**config.mk**
```make
export PLATFORM = sky130hd
export DESIGN_NAME = to_save
export DESIGN_NICKNAME = d
export VERILOG_FILES = /design/src/rtl/to_save.sv
export SDC_FILE = /design/constraint.sdc
export NUM_CORES = 1
export LEC_CHECK = 0
export ABC_AREA = 1
export CAP_MARGIN = 20
export CORE_AREA = 5 5 60 62
export DETAILED_ROUTE_END_ITERATION = 16
export DIE_AREA = 0 0 65 67
export PLACE_DENSITY = 0.69
export SLEW_MARGIN = 30
export SYNTH_ARGS = -nofsm -noshare
export SYNTH_HDL_FRONTEND = slang
export SYNTH_SLANG_ARGS = --single-unit
```
**constraint.sdc**
```tcl
create_clock -name clk -period 1.48 [get_ports clk]
set_input_delay 0.148 -clock clk [delete_from_list [all_inputs] [get_ports clk]]
set_output_delay 0.148 -clock clk [all_outputs]
set_load 0.005 [all_outputs]
```
**src/rtl/to_save.sv**
```systemverilog
// to_save: captures bytes from an 8-bit character bus into three strobe-selected
// slots and flags printable captures (YP) and completed ESC '[' final
// sequences (YC).
// Optional build macro TO_SAVE_SYNC_EN adds a 2-flop synchroniser on each
// strobe ahead of edge detection, which adds two cycles of latency.
module to_save #(
  parameter logic [7:0] ESC_BYTE = 8'h1B,
  parameter logic [7:0] CSI_BYTE = 8'h5B,
  parameter logic [7:0] FINAL_LO = 8'h40,
  parameter logic [7:0] FINAL_HI = 8'h7E
) (
  input  logic       clk,
  input  logic       rst,
  input  logic [7:0] inp,
  input  logic       ESC1,
  input  logic       ESC2,
  input  logic       ESC3,
  output logic       YP,
  output logic       YC
);

  localparam int unsigned DATA_W = 8;
  localparam int unsigned NSLOT  = 3;
  localparam logic [DATA_W-1:0] PRINT_LO = 8'h20;
  localparam logic [DATA_W-1:0] PRINT_HI = 8'h7E;

  logic [NSLOT-1:0]             esc_raw;
  logic [NSLOT-1:0]             esc_s;
  logic [NSLOT-1:0]             esc_q;
  logic [NSLOT-1:0]             hit;
  logic [NSLOT-1:0][DATA_W-1:0] slot;
  logic [NSLOT-1:0][DATA_W-1:0] slot_n;
  logic [NSLOT-1:0]             valid;
  logic [NSLOT-1:0]             valid_n;
  logic                         yp_n;
  logic                         yc_n;

  assign esc_raw = {ESC3, ESC2, ESC1};

`ifdef TO_SAVE_SYNC_EN
  logic [NSLOT-1:0] sync1;
  logic [NSLOT-1:0] sync2;

  // Two-flop synchroniser for strobes arriving from another clock domain
  always_ff @(posedge clk) begin
    if (rst) begin
      sync1 <= '0;
      sync2 <= '0;
    end else begin
      sync1 <= esc_raw;
      sync2 <= sync1;
    end
  end

  assign esc_s = sync2;
`else
  assign esc_s = esc_raw;
`endif

  // Rising-edge detect: a held strobe captures only once
  assign hit = esc_s & ~esc_q;

  // Next-state slot contents, printable flag and command match
  always_comb begin
    slot_n  = slot;
    valid_n = valid;
    yp_n    = 1'b0;
    yc_n    = 1'b0;
    for (int k = 0; k < int'(NSLOT); k++) begin
      if (hit[k]) begin
        slot_n[k]  = inp;
        valid_n[k] = 1'b1;
      end
    end
    // All simultaneous captures see the same byte, so one range test suffices
    yp_n = (|hit) && (inp >= PRINT_LO) && (inp <= PRINT_HI);
    yc_n = (|hit) && (&valid_n)
           && (slot_n[0] == ESC_BYTE)
           && (slot_n[1] == CSI_BYTE)
           && (slot_n[2] >= FINAL_LO)
           && (slot_n[2] <= FINAL_HI);
    // A recognised command consumes the slots; data stays for inspection
    if (yc_n) begin
      valid_n = '0;
    end
  end

  // State and output registers with synchronous reset
  always_ff @(posedge clk) begin
    if (rst) begin
      esc_q <= '0;
      slot  <= '0;
      valid <= '0;
      YP    <= 1'b0;
      YC    <= 1'b0;
    end else begin
      esc_q <= esc_s;
      slot  <= slot_n;
      valid <= valid_n;
      YP    <= yp_n;
      YC    <= yc_n;
    end
  end

endmodule

```
==> flow_summary.ini <==
[drt]
dr.pass1.iters = 5
drt_iter0_markers = 96
avgRoutedWirePerCell_um = 11.0
ant_nets = 0
via_per_inst = 4.62
drt-total-wl_mm = 3.31
vias = 1394
drc = 0

[floorplan]
die_x_um = 65
core_area_mm2 = 0.00298
io_pins = 15
row_count = 20
initial_core_util = 0.474
die_h_um = 67
dieArea_mm2 = 0.00436

[yosys]
synth_area_mm2 = 0.00141
yosys.area.top_type = dfxtp_1
synth_top_cell_area_share = 0.453
ys_ff_latch = 32
synth_seq_area_share = 0.453
synth_area_leaders = dfxtp_1 (45%), nand2_1 (16%), nor2_1 (9.8%), inv_1 (9.3%), nand3_1 (6.0%)
synth_cell_type_count = 17
syn_avg_cell_area_um2 = 6.63
yosys_warnings = 0
syn-num-nets = 226
synth_cells = 213

[global_route]
overflow = 0
antenna_found_initial = 0
grt.met3_usage = 0.0573
grtUsageTotal = 0.173
grt_pass1_vias = 1352
grtUsageMet1 = 0.186
met2_usage = 0.308
grt_pass1_wl_mm = 5.60
grt.busiest_layer = met2
grt_max_degree = 18

[setup_path]
setup.worst_path.start = esc_q[1]
endpoint_kind = flop
r2r_slack_ns = 0.13
critPathCapture = valid[1]
path_class = reg -> reg
r2r-end = valid[1]
reg2regPathDepth = 10
worstPathArrival_ns = 1.60
r2r-start = esc_q[1]
crit_fanout = 3
start_kind = flop
required_ns = 1.73

[layout]
area_delta_synth_final_pct = 37.7
fill_cells = 278
nets = 281
antenna_cells = 0
stdcell_count = 302
drive_gt1_frac = 0.238

[power_and_ir_drop]
ir_worst_vdd_mv = 0.580
p_leak_nw = 1.02
power.density_mw_per_mm2 = 948

[worst_hold_path]
hold_start = ESC1
holdCritPathClass = in -> reg

[timing]
holdWs_ns = 0.224
rsz0062_at_grt = false
worst_slew_pin_slew_ns = 0.238
setup_viol = 0
max_freq_mhz = 743
min_period_ns = 1.35
hold_viol = 0
report.final.slew_viol_count = 0
clock_skew_ns = 0.00247
relSlewSlack = 0.841
fin_crit_sh = 0.910

[status]
outcome = finished clean

[clock_tree]
numCtsBuffers = 5
cts_tree = yes
h-tree-depth = 2
cts-root-buf = clkbuf_4
cts.clk_slew.worst_paths_ns = 0.09
clockBufferDepth = 2
numClockSinks = 32
cts_hold_buf = 0
clk_latency_ns = 0.35

[job]
max_cap_violations = 0

[place]
io_buffers = 14
post-dp-hpwl_mm = 2.43
dp_cells = 292
place_congestion = 0.844
per-layer routing:
metal  wire (um)  share of wire
met1        1420           0.43
met2        1650           0.50
met3         183          0.055
met4          63          0.019
met5           0              0
worst min-delay path by stage:
stage | to | cells past startpoint
floorplan | esc_q[1] | 2
CTS | slot[0] | 3
global placement | slot[3] | 2
detailed placement | slot[3] | 2
global route | esc_q[0] | 4
finish | esc_q[0] | 4
cell families after synthesis:
kind of cell           Yosys count  synth area share
AOI/OAI and AO/OA               13            0.0514
buffers and inverters           43             0.130
and+or+nand+nor                125             0.365
DFF                             32             0.453
critical path, cell delays in order (launching register included):
cell and delay (ns):
dfxtp_1 0.37, inv_2 0.08, buf_4 0.14, nand3_1 0.08, nand2_1 0.06, nor2_1 0.11
nand3_1 0.11, nor2_2 0.12, nand2_2 0.07, nand2_2 0.07, nor2_1 0.04
report_power, final:
| group | internal (W) | leakage [nW] | switching (W) |
|---|---|---|---|
| Combinational | 0.000189 | 0.725 | 0.000189 |
| Sequential | 0.000917 | 0.265 | 0.0000153 |
| Clock | 0.000234 | 0.0326 | 0.000299 |
sequential cells by signal (all words and copies together) (netlist names):
| register | flops |
|---|---|
| YC | 1 |
| YP | 1 |
| esc_q | 3 |
| slot | 24 |
| valid | 3 |
area by class of cell:
type	instances	area, um2	area share
Clock buffer	8	58.8	0.0302
Inverter	36	135	0.0695
Tap cell	33	41.3	0.0212
Sequential cell	32	641	0.329
Multi-Input combinational cell	139	622	0.320
Timing Repair Buffer	54	448	0.230
per-stage QoR:
| step | power, W | worst slack [ns] | TNS [ns] | util | cell area [um2] |
|---|---|---|---|---|---|
| 3_5_place_dp | 0.00132 | -0.273 | -1.08 | 0.617 | 1840 |
| 3_3_place_gp | 0.00131 | -0.290 | -1.23 | 0.617 | 1840 |
| 4_1_cts | 0.00185 | 0.0413 | 0 | 0.638 | 1900 |
| 2_1_floorplan | 0.00114 | 0.202 | 0 | - | 1410 |
| 6_report | 0.00184 | 0.133 | 0 | 0.653 | 1950 |
| 5_1_grt | 0.00195 | 0.0171 | 0 | 0.653 | 1950 |
repair_timing:
action                                  4_1_cts  5_1_grt
endpoints found under the setup margin        1        4
buffers inserted                              0        1
cloned                                        0        1
pin swaps                                     0        3
resized for setup                             1       12
placed cells by master, fill, tap and decap left out, drive strengths merged, types with 3 or more instances in the layout:
cell and instances:
buf 40, dfxtp 32, o21ai 4, nor2 39, inv 36, clkbuf 8
a21oi 7, nand2 69, dlymetal6s2s 3, nand3 17, clkdlybuf4s50 11
cell usage after synthesis:
cell type,n
o21ai_1,3
buf_6,2
nand2_2,7
a41oi_1,1
o2111ai_1,1
nor2_1,37
buf_4,2
o21ai_0,1
nand3_1,17
a21oi_1,7
nand2_1,61
inv_2,1
clkbuf_1,3
inv_1,35
dfxtp_1,32
nor2_2,2
nor4_1,1
Note: power is estimated with default switching activity, not from simulation.
